[config.mk]
export PLATFORM = sky130hd
export DESIGN_NAME = lr5_shift_ctrl
export DESIGN_NICKNAME = d
export VERILOG_FILES = /design/src/rtl/lr5_shift_ctrl.sv
export SDC_FILE = /design/constraint.sdc
export NUM_CORES = 1
export LEC_CHECK = 0
export BUFFER_PORTS_ARGS = -buffer_cell sky130_fd_sc_hd__buf_2
export CELL_PAD_IN_SITES_DETAIL_PLACEMENT = 0
export CELL_PAD_IN_SITES_GLOBAL_PLACEMENT = 2
export CORE_ASPECT_RATIO = 2
export CORE_MARGIN = 3
export CORE_UTILIZATION = 36
export DETAILED_ROUTE_END_ITERATION = 6
export PLACE_DENSITY_LB_ADDON = 0.12
export SYNTH_ARGS = -nofsm -noshare
export SYNTH_HDL_FRONTEND = slang
export SYNTH_SLANG_ARGS = --single-unit
[constraint.sdc]
create_clock -name CLK -period 2.01 [get_ports CLK]
set_input_delay 0.402 -clock CLK [delete_from_list [all_inputs] [get_ports CLK]]
set_output_delay 0.402 -clock CLK [all_outputs]
set_load 0.02 [all_outputs]
[src/rtl/lr5_shift_ctrl.sv]
`timescale 1ns/1ps
`default_nettype none
// ============================================================================
//  Module   : lr5_shift_ctrl
//  Purpose  : Sequencing controller for the LR5 64-bit nibble-rotate register.
//             Conditions the raw push-buttons, arbitrates manual requests,
//             auto-rotate ticks and homing. It emits mutually exclusive
//             one-cycle SHIFT_R / SHIFT_L pulses and tracks the net rotation
//             offset (POS, modulo 16).
//  Ports    : CLK, RST       clock, asynchronous active-high reset
//             BTN_R/L/HOME   raw asynchronous push-buttons
//             AUTO_EN/DIR    auto-rotate enable and direction (1 = left)
//             SHIFT_R/L      registered one-cycle shift pulses
//             POS            registered net rotation offset
//             BUSY           high in the cycles that carry homing pulses
//  Revision : 1.0  initial release
// ============================================================================
module lr5_shift_ctrl #(
    parameter int DEB_CYCLES = 16,
    parameter int AUTO_DIV   = 25_000_000
) (
    input  logic       CLK,
    input  logic       RST,
    input  logic       BTN_R,
    input  logic       BTN_L,
    input  logic       BTN_HOME,
    input  logic       AUTO_EN,
    input  logic       AUTO_DIR,
    output logic       SHIFT_R,
    output logic       SHIFT_L,
    output logic [3:0] POS,
    output logic       BUSY
);

    localparam int                  DEB_W     = $clog2(DEB_CYCLES);
    localparam logic [DEB_W-1:0]    DEB_LAST  = DEB_W'(DEB_CYCLES - 1);
    localparam int                  AUTO_W    = $clog2(AUTO_DIV);
    localparam logic [AUTO_W-1:0]   AUTO_LAST = AUTO_W'(AUTO_DIV - 1);

    localparam logic [0:0] ST_IDLE   = 1'b0;
    localparam logic [0:0] ST_HOMING = 1'b1;

    // Bit order: 0 = right, 1 = left, 2 = home
    logic [2:0] btn_raw;
    logic [2:0] req;

    assign btn_raw = {BTN_HOME, BTN_L, BTN_R};

    // ------------------------------------------------------------------
    // Button conditioning: 2-FF synchronizer, debounce, rising-edge detect
    // ------------------------------------------------------------------
    generate
        for (genvar gi = 0; gi < 3; gi++) begin : g_btn
            logic             sync1_q;
            logic             sync2_q;
            logic             deb_q;
            logic             deb_prev_q;
            logic [DEB_W-1:0] cnt_q;

            // cnt_q counts consecutive synchronized samples that disagree with
            // the accepted level; the DEB_CYCLES-th such sample flips it.
            always_ff @(posedge CLK or posedge RST) begin
                if (RST) begin
                    sync1_q    <= 1'b0;
                    sync2_q    <= 1'b0;
                    deb_q      <= 1'b0;
                    deb_prev_q <= 1'b0;
                    cnt_q      <= '0;
                end else begin
                    sync1_q    <= btn_raw[gi];
                    sync2_q    <= sync1_q;
                    deb_prev_q <= deb_q;
                    if (sync2_q == deb_q) begin
                        cnt_q <= '0;
                    end else if (cnt_q == DEB_LAST) begin
                        deb_q <= sync2_q;
                        cnt_q <= '0;
                    end else begin
                        cnt_q <= cnt_q + DEB_W'(1);
                    end
                end
            end

            assign req[gi] = deb_q & ~deb_prev_q;
        end
    endgenerate

    // ------------------------------------------------------------------
    // Shared decode
    // ------------------------------------------------------------------
    logic [0:0]        state_q, state_d;
    logic              dir_l_q, dir_l_d;
    logic [2:0]        rem_q, rem_d;
    logic              shift_r_q, shift_r_d;
    logic              shift_l_q, shift_l_d;
    logic              busy_q, busy_d;
    logic [3:0]        pos_q;
    logic [3:0]        pos_eff;
    logic [3:0]        home_len_m1;
    logic [AUTO_W-1:0] auto_cnt_q;
    logic              idle;
    logic              tick;
    logic              home_left;
    logic              start_home;

    // The pulse currently on SHIFT_* is applied to the register at the coming
    // edge, so decisions taken at that edge must see the offset including it.
    always_comb begin
        pos_eff = pos_q;
        if (shift_r_q) begin
            pos_eff = pos_q + 4'd1;
        end else if (shift_l_q) begin
            pos_eff = pos_q - 4'd1;
        end
    end

    assign idle        = (state_q == ST_IDLE);
    assign tick        = AUTO_EN & idle & (auto_cnt_q == AUTO_LAST);
    assign home_left   = (pos_eff <= 4'd8);
    // Pulses still to go after the first one: pos-1 going left, 15-pos right.
    assign home_len_m1 = home_left ? (pos_eff - 4'd1) : ~pos_eff;
    assign start_home  = idle & req[2] & (pos_eff != 4'd0);

    // ------------------------------------------------------------------
    // Auto-rotate divider; frozen while homing, cleared when disabled
    // ------------------------------------------------------------------
    always_ff @(posedge CLK or posedge RST) begin
        if (RST) begin
            auto_cnt_q <= '0;
        end else if (!AUTO_EN) begin
            auto_cnt_q <= '0;
        end else if (idle) begin
            auto_cnt_q <= (auto_cnt_q == AUTO_LAST) ? '0 : auto_cnt_q + AUTO_W'(1);
        end
    end

    // ------------------------------------------------------------------
    // FSM: state register
    // ------------------------------------------------------------------
    always_ff @(posedge CLK or posedge RST) begin
        if (RST) begin
            state_q   <= ST_IDLE;
            dir_l_q   <= 1'b0;
            rem_q     <= '0;
            shift_r_q <= 1'b0;
            shift_l_q <= 1'b0;
            busy_q    <= 1'b0;
            pos_q     <= 4'd0;
        end else begin
            state_q   <= state_d;
            dir_l_q   <= dir_l_d;
            rem_q     <= rem_d;
            shift_r_q <= shift_r_d;
            shift_l_q <= shift_l_d;
            busy_q    <= busy_d;
            pos_q     <= pos_eff;
        end
    end

    // ------------------------------------------------------------------
    // FSM: next state
    // ------------------------------------------------------------------
    always_comb begin
        state_d = state_q;
        dir_l_d = dir_l_q;
        rem_d   = rem_q;
        case (state_q)
            ST_IDLE: begin
                if (start_home) begin
                    state_d = ST_HOMING;
                    dir_l_d = home_left;
                    rem_d   = home_len_m1[2:0];
                end
            end
            ST_HOMING: begin
                if (rem_q == 3'd0) begin
                    state_d = ST_IDLE;
                end else begin
                    rem_d = rem_q - 3'd1;
                end
            end
            default: state_d = ST_IDLE;
        endcase
    end

    // ------------------------------------------------------------------
    // FSM: outputs (next values of the output registers)
    // ------------------------------------------------------------------
    always_comb begin
        shift_r_d = 1'b0;
        shift_l_d = 1'b0;
        busy_d    = 1'b0;
        case (state_q)
            ST_IDLE: begin
                if (start_home) begin
                    // First homing pulse leaves in the same cycle as entry.
                    busy_d    = 1'b1;
                    shift_l_d = home_left;
                    shift_r_d = ~home_left;
                end else if (req[0] | req[1]) begin
                    // A simultaneous R+L cancels itself and still eats the tick.
                    shift_r_d = req[0] & ~req[1];
                    shift_l_d = req[1] & ~req[0];
                end else if (tick) begin
                    shift_l_d = AUTO_DIR;
                    shift_r_d = ~AUTO_DIR;
                end
            end
            ST_HOMING: begin
                if (rem_q != 3'd0) begin
                    busy_d    = 1'b1;
                    shift_l_d = dir_l_q;
                    shift_r_d = ~dir_l_q;
                end
            end
            default: begin
                busy_d = 1'b0;
            end
        endcase
    end

    assign SHIFT_R = shift_r_q;
    assign SHIFT_L = shift_l_q;
    assign POS     = pos_q;
    assign BUSY    = busy_q;

endmodule
`default_nettype wire

==> results list, run 1 <==
* Initial antenna violation count: 0
- 14 I/O pins were placed.
- The number of nets handed over by synthesis was 328.
- For this run, the number of Yosys warnings is 0.
- Summed over all nets, the half-perimeter wirelength after detailed placement is 5642 µm.
- Adding up every negative setup slack in the final design gives 0 ns.
- TritonCTS created 9 clock buffers.
- Setup violations remaining at the end of the flow were counted as 0.
- The initial utilization of the core area, before any placement, comes to 0.3773.
- Counting along the longest clock path gives a buffer depth of 2.
- The final layout contains routed wiring with a total length of approximately 7800 µm.
* Family with the most delay on the worst path: multiplexers
* Post-CTS clock slew at the launch and capture registers of the worst setup and hold paths: around 0.050 ns
- For this run, the slowest stage of the critical path takes 0.39 ns.
* Cell at the root of the clock tree: clkbuf_16
- Count of mapped cells out of synthesis: 312
- Relative to the synthesized area, the layout overhead comes to 25.00%.
- Endpoint type of the worst setup path: flip-flop
* Share of the clock period used by the worst path after layout: 0.9890
- The largest individual stage delay along the critical path comes from the cell dfrtp_2.
- A synthesized cell averages 10.17 µm².
- Die height: about 140 µm
- For this block, the initial DRC count from the detailed router was 118.
- Together, buffers and inverters on the worst path number 3.
- Subtracting the final worst setup slack from the clock period gives 1.988 ns.
* CTS sink count: 60
* Placer's final routability congestion estimate: roughly 0.8
- Slew of the pin with the lowest slew margin: 0.4938 ns
- TritonCTS built the clock tree.
- Derived from the worst setup path, the maximum achievable clock frequency is a little over 0.5 GHz.
* Count of placed standard cells including taps: 446
- Internal reg-to-reg setup slack: 0.02 ns
* Most common cell after layout, fill and taps aside: dfrtp_1
- Hold Buf Count CTS: 0
- In the layout the commonest cells are dfrtp_1, buf_4, o21ai_0, nand2_1, inv_1.
* Maxcap violations: 0
- The flow ran to the end, and the final reports show no timing, DRC or antenna violations.
- The final route contains between 2000 and 3000 vias.
- Of all nets on the critical path, the largest fanout is 4.
- Final-report max-slew violation count: 0
* Total overflow reported by the global router: 0
* Number of I/O port buffers: 13
- Count of placed standard cells in the final layout, fillers left out: 468
* Count of flip-flops with a built-in enable after synthesis: 0
- Clock latency on the worst-skew pair, taken at its later pin, is 0.32 ns.
- Sequential-to-total area share from yosys stat: 0.4732
* RSZ-0062 raised after global routing: true
* Via density per instance: 5.402
- The first global-routing pass estimated 13030 µm of wire.
* Worst vdd rail ir drop: 0.0003948 V
- For this run, the total global-route usage over all layers was measured as 0.1670.
- Fraction of final layout cells sized beyond drive strength 1: 0.2784
- The number of different library cells used by synthesis comes to 58.
* Arr. time, crit path: 2.23 ns
- Final hold violations: 0
* Required time at the endpoint of the critical path: 2.26 ns
- Core Footprint: 0.008409 mm²
* Critical Path Source Type: flip-flop
- The count of nets left with antenna violations once routing finished came out at 0.
* Setup Skew: 0.005103 ns
* Row cnt: 47
* H-Tree Level Count: 3
- In the routed design, unresolved DRC markers number 0.
* Async S/R FF share, synth: 1.000
- Before antenna repair, the detailed router went through 4 iterations.
- The floorplan step defined a die boundary enclosing 0.01004 mm².
- The repair_antennas step left the layout with diodes totalling 0.
* Critical path start-end classification: reg2reg
* Maximum number of pins on one net before global-route repair: 61
* Final #Nets: 381
- Die Width: 72.39 µm
- Dividing total power by cell area gives a power density of 717.7 mW/mm².
- The worst hold path belongs to the class in2async.
- Relative slew slack: 0.6678
* Average wire length per cell after detail routing: between 15 and 20 µm
- Counting flops and latches in the post-synthesis netlist gives 60.
- Summed over all cells, the static leakage comes to about 0.0018 µW.
- Walking the worst path, the cells encountered are inv_2 -> ha_4 -> mux2i_1 -> mux2_4 -> inv_2 -> ha_4 -> inv_4 -> o211ai_2 -> mux2_4 -> o211ai_2.
- The layout has 824 filler cells.
* Synth Cell Area: approximately 0.0032 mm²
* Number of global-route vias before repair: around 2600
* Commonest register cell after synthesis: dfrtp_1
[metal layers]
layer / part of all wire / track usage
met4: 0.017 / 0.07296
met3: 0.025 / 0.02903
met2: 0.56 / 0.2973
met5: 0 / 0
met1: 0.39 / 0.1888
[cell families after synthesis]
kind of cell,count (synthesis),share of synthesized area
and+or+nand+nor,115,0.2157
adders and majority gates,9,0.03549
AOI/OAI and AO/OA,77,0.1723
xor gates and xnor gates,13,0.03588
muxes,8,0.02839
DFF,60,0.4732
buffers and inverters,30,0.03904
[Yosys cell counts (4+ instances only)]
cell type  number  area [µm²]
nand3_1        13       65.06
mux2_2          4       45.04
dfrtp_1        60        1501
nand2b_1        5       31.28
or3_1           5       31.28
and3_1          4       25.02
nand2_1        22       82.58
o21ai_0        24       120.1
xnor2_1        11       96.34
nand4_1         7       43.79
nor2_1          8       30.03
ha_1            9       112.6
clkbuf_1        4       15.01
a21o_1          7       52.55
nor4_1          7       43.79
nor3_1          6       30.03
and2_1          5       31.28
inv_1          21       78.83
a31oi_1         4       25.02
nor2b_1         9       56.30
a21oi_1        15       75.07
and4_1          5       43.79
[worst min-delay path, stage by stage]
cell and delay [ns]:
buf_2 0.10, inv_2 0.06, buf_12 0.29
[report_power, final]
part           internal [µW]  switching (µW)
clock network            866             546
logic                   76.1            94.9
registers               1240            24.6
total                   2180             666
[timing repair]
| item | 4_1_cts | 5_1_grt |
|---|---|---|
| setup endpoints to repair | 2 | 14 |
| setup buffers | 3 | 3 |
| pin swaps | 1 | 4 |
| gates resized for setup | 0 | 10 |
[area by class of cell]
| class | count | area, µm² | share of cell area |
|---|---|---|---|
| clock buffers | 11 | 242.7 | 0.06120 |
| clock inverters | 5 | 37.54 | 0.009464 |
| inverters | 21 | 81.33 | 0.02050 |
| multi-input cells | 222 | 1612 | 0.4063 |
| flip-flops and latches | 60 | 1504 | 0.3792 |
| well taps | 98 | 122.6 | 0.03091 |
| repair buffers | 51 | 366.6 | 0.09243 |
[flip-flops by register name (all words and copies together) (netlist names), 3 cells and up]
signal,count
g_btn.deb_prev_q,3
POS,4
g_btn.sync1_q,3
g_btn.cnt_q,12
rem_q,3
auto_cnt_q,25
g_btn.sync2_q,3
g_btn.deb_q,3
[per-stage QoR]
stage	hold WS (ns)	utilization	setup WS [ns]	instance area, µm²	power, µW
after global routing	0.1551	0.4717	-0.08764	3966	2969
final	0.1301	0.4717	0.02208	3966	2847
after floorplan	0.3312	-	-0.008847	3204	1389
after CTS	0.1516	0.4641	0.009733	3902	2892
after global placement	0.3372	0.4281	0.02534	3600	1444
after detailed placement	0.3427	0.4281	0.003575	3600	1448
[path summary, 6_finish.rpt]
check,end,startpoint,depth (start not counted)
worst max-delay path,rem_q[1],POS[0],10
worst min-delay path,g_btn[0].cnt_q[2],RST,3
worst max register to register,rem_q[1],POS[0],10
worst min register to register,g_btn[1].sync2_q,g_btn[1].sync1_q,0
max in group asynchronous,POS[0],RST,3
min in group CLK,g_btn[0].sync1_q,BTN_R,1
Note: power is estimated with default switching activity, not from simulation.
==> run 2: changes to the inputs <==
--- a/config.mk
+++ b/config.mk
@@ -13,6 +13,7 @@
 export CORE_UTILIZATION = 36
 export DETAILED_ROUTE_END_ITERATION = 6
 export PLACE_DENSITY_LB_ADDON = 0.12
+export SETUP_SLACK_MARGIN = 0.2
 export SYNTH_ARGS = -nofsm -noshare
 export SYNTH_HDL_FRONTEND = slang
 export SYNTH_SLANG_ARGS = --single-unit
==> results list, run 2 (synthesis gave the netlist of run 1 again) <==
* Outcome: complete, but fails checks
- Violations in the final reports: setup timing
- RSZ-0062 raised after global routing: true
- Achievable clock frequency: 0.4948 GHz (-1.6%)
* Core Footprint: 0.008409 mm² (unchanged)
- The remaining design rule violation count is 0 (unchanged).
- Endpoint of the worst-slack reg-to-reg timing path: auto_cnt_q[10]
- The count of final max-slew check failures came to 0 (unchanged).
- # IOs: 14 (unchanged)
* Area added between synthesis and finish: 33.00%
* Fillers: 816 (-0.97%)
- The count of inserted antenna diode cells is 0 (unchanged).
* Hold Buf Count CTS: 0 (unchanged)
* Number of global-route vias before repair: 2821 (+7.5%)
- Required time at the endpoint of the critical path: 2.22 ns (-0.04 ns)
- Via density per instance: 5.465 (+1.2%)
* Maxcap violations: 0 (unchanged)
- Reg-to-Reg Start: auto_cnt_q[10]
- The root buffer cell chosen for the clock tree is clkbuf_16.
- The horizontal extent of the die is 72.39 µm (unchanged).
* Total negative setup slack: -0.02496 ns (-0.02496 ns)
* Count of placed standard cells in the final layout, fillers left out: 484 (+3.4%)
* Crit-path max FO: 8 (+4)
- Count of placed standard cells including taps: 454 (+1.8%)
* Arr. time, crit path: 2.23 ns (about the same)
- Length of the first detailed-routing pass in iterations: 4 (unchanged)
- The initial antenna violation count came to 0 (unchanged).
* Clock buffer count from CTS: 9 (unchanged)
- Final hold violations: 0 (unchanged)
- Relative slew slack: 0.6101 (-0.05765)
- More flip-flops sit in one register than any other, and that register is auto_cnt_q.
- The global placer's final weighted congestion came to 0.7527 (-5.7%).
- Leaving out fill and tap cells, the most frequent cells in the layout are dfrtp_1, buf_4, nand2_1, inv_1, buf_2.
- The die outline area is 0.01004 mm² (unchanged).
- Shortest period the worst path allows: 2.021 ns (+0.03291 ns)
- The number of clock sinks was 60 (unchanged).
- HPWL after detailed placement: 5735 µm (+1.6%)
- Routed via count: 2645 (+4.6%)
* Maximum number of pins on one net before global-route repair: 61 (unchanged)
- The worst setup path is launched from a flip-flop.
- The largest clock skew in the final design is 0.004876 ns (-0.0002272 ns).
* Slew of the pin with the lowest slew margin: 0.5848 ns (+0.09102 ns)
- The aggregate routed wire length was 8064 µm (+3.8%).
- The H-tree depth is 3 (unchanged).
- Total overflow reported by the global router: 0 (unchanged)
- Die height: 138.8 µm (unchanged)
* Endpoint type of the worst setup path: flip-flop
- Post-CTS clock slew at the launch and capture registers of the worst setup and hold paths: 0.05 ns (about the same)
* Fraction of final layout cells sized beyond drive strength 1: 0.3549 (+0.07654)
* Internal reg-to-reg setup slack: -0.01 ns (-0.03 ns)
- The aggregate global-route resource usage is 0.1764 (+0.009392).
- The power density over the cells came to 676.0 mW/mm² (-5.8%).
- Total power of the final layout: 2853 µW (+0.23%)
- The setup path with the least slack is of type reg2reg.
- Final setup viols: 4 (+4)
- Worst-skew pair later-pin latency: 0.32 ns (about the same)
- Class of the most critical hold timing path: in2async
- Share of the clock period used by the worst path after layout: 1.005 (+0.01637)
- Pleak: 0.001891 µW (+7.5%)
- The count of standard-cell rows was 47 (unchanged).
- The flip-flop count of the largest register after layout came to 25 (unchanged).
- The worst hold-check slack was 0.1404 ns (+0.01032 ns).
- The initial standard-cell utilization of the core is 0.3773 (unchanged).
* Worst vdd rail ir drop: 0.0003977 V (+0.74%)
- Maximum count of clock buffers along a single path: 2 (unchanged)
- The global-route wire length before repair came to 13640 µm (+4.7%).
- Clock tree from TritonCTS: yes
* Routed Antenna Nets: 0 (unchanged)
* Number of cells on the worst reg-to-reg path: 7 (-3)
- The starting DRC count in detailed routing was 112 (-5.1%).
- Most common cell after layout, fill and taps aside: dfrtp_1
- Final #Nets: 397 (+4.2%)
- Final worst slack: -0.01084 ns (-0.03291 ns)
- Average wire length per cell after detail routing: 16.66 µm (+0.38%)
* Number of I/O port buffers: 13 (unchanged)
[run 2: changes by cell type in the layout (fill, tap and decap cells not counted), moves of 4 or more]
cell     before  now
a21oi_1      15   11
a21oi_2       0    4
buf_4        36   44
buf_6         1    7
o21ai_0      24   12
o21ai_1       3   10
o21ai_2       1    6
[run 2: cell type report]
class | instances | area [µm²] | share of cell area
clock inverter | 4 | 25.02 | 0.005929
timing repair buffer | 67 | 539.3 | 0.1278
sequential | 60 | 1504 | 0.3564
inverter | 21 | 87.58 | 0.02075
clock buffer | 12 | 246.5 | 0.05840
tap | 98 | 122.6 | 0.02905
multi-input combinational | 222 | 1695 | 0.4017
[run 2: power breakdown]
group | internal (µW) | switching (µW)
Clock | 862 | 517
Combinational | 105 | 107
Sequential | 1240 | 22.5
[run 2: per-layer routing]
layer,part of all wire,routed length (µm),vias up,global-route usage
li1,-,-,1271,-
met1,0.36,2898,1307,0.1797
met2,0.57,4626,46,0.3155
met3,0.026,211,21,0.03846
met4,0.041,328,0,0.1051
met5,0,0,-,0
[run 2: worst max-delay path, cell delays in order, from the launching register on]
cell,delay (ns)
dfrtp_1,0.41
nor4b_2,0.38
nand3_2,0.14
buf_6,0.15
o41ai_4,0.32
buf_6,0.20
o21ai_2,0.06
a22o_1,0.24
[run 2: repair_timing]
| action | CTS | global route |
|---|---|---|
| resized for setup | 32 | 20 |
| cloned | 2 | 0 |
| setup endpoints to repair | 25 | 29 |
| pin swaps | 19 | 7 |
| buffers inserted | 8 | 4 |
[run 2: per-stage QoR]
step | instance area [µm²] | setup WS [ns] | utilization
floorplan | 3208 | 0.001913 | -
finish | 4220 | -0.01084 | 0.5019
detailed placement | 3676 | 0.01437 | 0.4371
CTS | 4141 | 0.02223 | 0.4925
global route | 4220 | -0.09558 | 0.5019
global placement | 3676 | 0.05792 | 0.4371
[run 2: worst max path at each step]
| stage | startpoint | endpoint | slack [ns] | depth (start not counted) |
|---|---|---|---|---|
| floorplan | POS[1] | rem_q[1] | 0.002 | 10 |
| global placement | POS[0] | rem_q[1] | 0.06 | 10 |
| detailed placement | POS[0] | rem_q[1] | 0.01 | 10 |
| CTS | auto_cnt_q[7] | auto_cnt_q[24] | 0.02 | 7 |
| global route | auto_cnt_q[10] | auto_cnt_q[10] | -0.1 | 7 |
| finish | auto_cnt_q[10] | auto_cnt_q[10] | -0.01 | 7 |
==> run 3: changes to the inputs <==
--- a/config.mk
+++ b/config.mk
@@ -14,6 +14,7 @@
 export DETAILED_ROUTE_END_ITERATION = 6
 export PLACE_DENSITY_LB_ADDON = 0.12
 export SETUP_SLACK_MARGIN = 0.2
+export SKIP_LAST_GASP = 1
 export SYNTH_ARGS = -nofsm -noshare
 export SYNTH_HDL_FRONTEND = slang
 export SYNTH_SLANG_ARGS = --single-unit
==> results list, run 3 (synthesis gave the netlist of run 1 again) <==
- The global-route wire length before repair is 13640 µm (unchanged).
- Required time at the endpoint of the critical path: 2.22 ns (about the same)
- Critical path start-end classification: reg2reg
* Worst-skew pair later-pin latency: 0.32 ns (about the same)
- The total vias in the final route came to 2642 (-0.11%).
- The final total negative setup slack was -0.09047 ns (-0.06550 ns).
* Share of total power consumed by net switching: 0.2270 (about the same)
- The minimum clock period after layout was 2.053 ns (+0.03216 ns).
- The initial antenna violation count came to 0 (unchanged).
* Cell internal pwr: 2205 µW (about the same)
- The cell area after layout was 0.004213 mm² (-0.18%).
- The checks that failed: setup timing.
- All-Layer GR Usage: 0.1764 (unchanged)
* Utilization after layout: 0.5010 (-0.0008930)
- The number of global-route vias before repair came to 2821 (unchanged).
- The power density over the cells came to 677.2 mW/mm² (+0.18%).
- Final setup viols: 6 (+2)
- Most common cell after layout, fill and taps aside: dfrtp_1
- Via density per instance: 5.459 (-0.11%)
* Fillers: 817 (+0.12%)
* Placer's final routability congestion estimate: 0.7527 (unchanged)
- Area used by multi-input combinational logic: 0.001688 mm² (-0.44%)
- Total overflow reported by the global router: 0 (unchanged)
- Routed Antenna Nets: 0 (unchanged)
- The sequential fraction of design power is 0.442 (about the same).
* Share of the clock period used by the worst path after layout: 1.021 (+0.01600)
- The count of final max-slew check failures was 0 (unchanged).
* Routed length on met1: 2880 µm (-0.62%)
- The total area of sequential cells is 0.001504 mm² (unchanged).
* Slew of the pin with the lowest slew margin: 0.6050 ns (+0.02020 ns)
* Dpl cell area: 0.003676 mm² (unchanged)
- The initial standard-cell utilization of the core came to 0.3773 (unchanged).
- The number of port buffers is 13 (unchanged).
- STA classifies the critical path endpoint as a flip-flop.
- Maxcap violations: 0 (unchanged)
* Clock buffer count from CTS: 9 (unchanged)
- H-Tree Level Count: 3 (unchanged)
- Pleak: 0.001890 µW (about the same)
* # IOs: 14 (unchanged)
- Worst Hold Margin: 0.1395 ns (-0.0009850 ns)
* Switching power: 647.5 µW (about the same)
- The count of standard-cell rows came to 47 (unchanged).
* Worst vdd rail ir drop: 0.0003993 V (+0.40%)
- Relative slew slack: 0.5967 (-0.01347)
- Area added between synthesis and finish: 32.77%
* Maximum number of pins on one net before global-route repair: 61 (unchanged)
- The timing-limited maximum frequency was 0.4871 GHz (-1.6%).
- The first-pass detailed-route iteration total is 4 (unchanged).
- The combinational group share of total power was 0.074 (about the same).
- Setup Skew: 0.004116 ns (-0.0007596 ns)
- The final worst setup slack was -0.04299 ns (-0.03216 ns).
- The flip-flop count of the largest register after layout is 25 (unchanged).
- HPWL after detailed placement: 5735 µm (unchanged)
- The total length of routed met3 wires was 231 µm (+9.5%).
- The aggregate routed wire length was 8070 µm (about the same).
- Commonest cells after routing, fill and taps aside: dfrtp_1, buf_4, nand2_1, inv_1, o21ai_0
- CTS sink count: 60 (unchanged)
- Pre-CTS setup slack: 0.01437 ns (unchanged)
- The routed wire length per instance was 16.67 µm (about the same).
- Outcome: complete, but fails checks
- The starting DRC count in detailed routing came to 105 (-6.3%).
- The clock slew seen by the registers of the worst setup and hold paths came to 0.05 ns (about the same).
* Crit-path max FO: 8 (unchanged)
* Hold Buf Count CTS: 0 (unchanged)
- The post-layout net count came to 397 (unchanged).
* Register ranked first by flip-flop count: auto_cnt_q
- TritonCTS built the clock tree.
- The number of buffers between clock root and the deepest sink came to 2 (unchanged).
- The fraction of final layout cells sized beyond drive strength 1 came to 0.3523 (-0.002591).
* Core Footprint: 0.008409 mm² (unchanged)
- Signal routing reaches up to met4.
* Count of unresolved DRC violations after routing: 0 (unchanged)
* RSZ-0062 raised after global routing: true
- Cell at the root of the clock tree: clkbuf_16
- Total met2 wirelength after detailed routing: 4580 µm (-0.99%)
- The clock network fraction of design power was 0.484 (about the same).
* Die area: 0.01004 mm² (unchanged)
* N_diodes: 0 (unchanged)
- Final hold violations: 0 (unchanged)
- Class of the most critical hold timing path: in2async
- Arr. time, crit path: 2.26 ns (+0.03 ns)
- The horizontal extent of the die was 72.39 µm (unchanged).
* Critical Path Source Type: flip-flop
- The height of the die was 138.8 µm (unchanged).
[run 3: cell counts in the layout (fill, tap and decap cells not counted)]
Identical to the previous run, type by type.
[run 3: critical path, stage by stage, from the launching register on]
cell,delay (ns)
dfrtp_1,0.41
nor4b_2,0.37
nand3_2,0.15
buf_6,0.15
o41ai_4,0.32
buf_6,0.20
o21ai_0,0.11
a21o_1,0.22
[run 3: worst paths after layout]
path,endpoint,slack (ns),startpoint,depth (start not counted)
worst max-delay path,auto_cnt_q[24],-0.04,auto_cnt_q[10],7
worst min-delay path,g_btn[2].cnt_q[2],0.14,RST,3
worst max register to register,auto_cnt_q[24],-0.04,auto_cnt_q[10],7
worst min register to register,g_btn[2].sync2_q,0.34,g_btn[2].sync1_q,0
max in group asynchronous,POS[0],1.55,RST,3
min in group CLK,g_btn[1].sync1_q,0.18,BTN_L,1
[run 3: power by group through the flow]
stage	sequential, µW	combinational (µW)	clock [µW]
after global routing	1260	236	1470
after detailed placement	1280	173	0
after floorplan	1280	108	0
after CTS	1260	208	1420
final	1260	211	1380
after global placement	1280	173	0
[run 3: area by class of cell]
| type | instances | area share |
|---|---|---|
| repair buffers | 67 | 0.1280 |
| inverters | 21 | 0.02079 |
| multi-input cells | 222 | 0.4007 |
| clock buffers | 12 | 0.05851 |
| clock inverters | 4 | 0.005940 |
| flip-flops and latches | 60 | 0.3570 |
| well taps | 98 | 0.02911 |
[run 3: routing by layer]
layer  vias to the layer above  global-route usage
li1                       1273                   -
met1                      1298              0.1797
met2                        48              0.3155
met3                        23             0.03846
met4                         0              0.1051
met5                         -                   0
[run 3: timing repair]
action	4_1_cts	5_1_grt
setup endpoints to repair	25	29
pin swaps	19	7
resized for setup	32	16
setup buffers	8	4
gates cloned	2	0
[run 3: per-stage QoR]
stage | cells | total power (µW)
floorplan | 312 | 1389
global placement | 454 | 1455
detailed placement | 454 | 1456
CTS | 480 | 2887
global route | 484 | 2968
finish | 484 | 2853
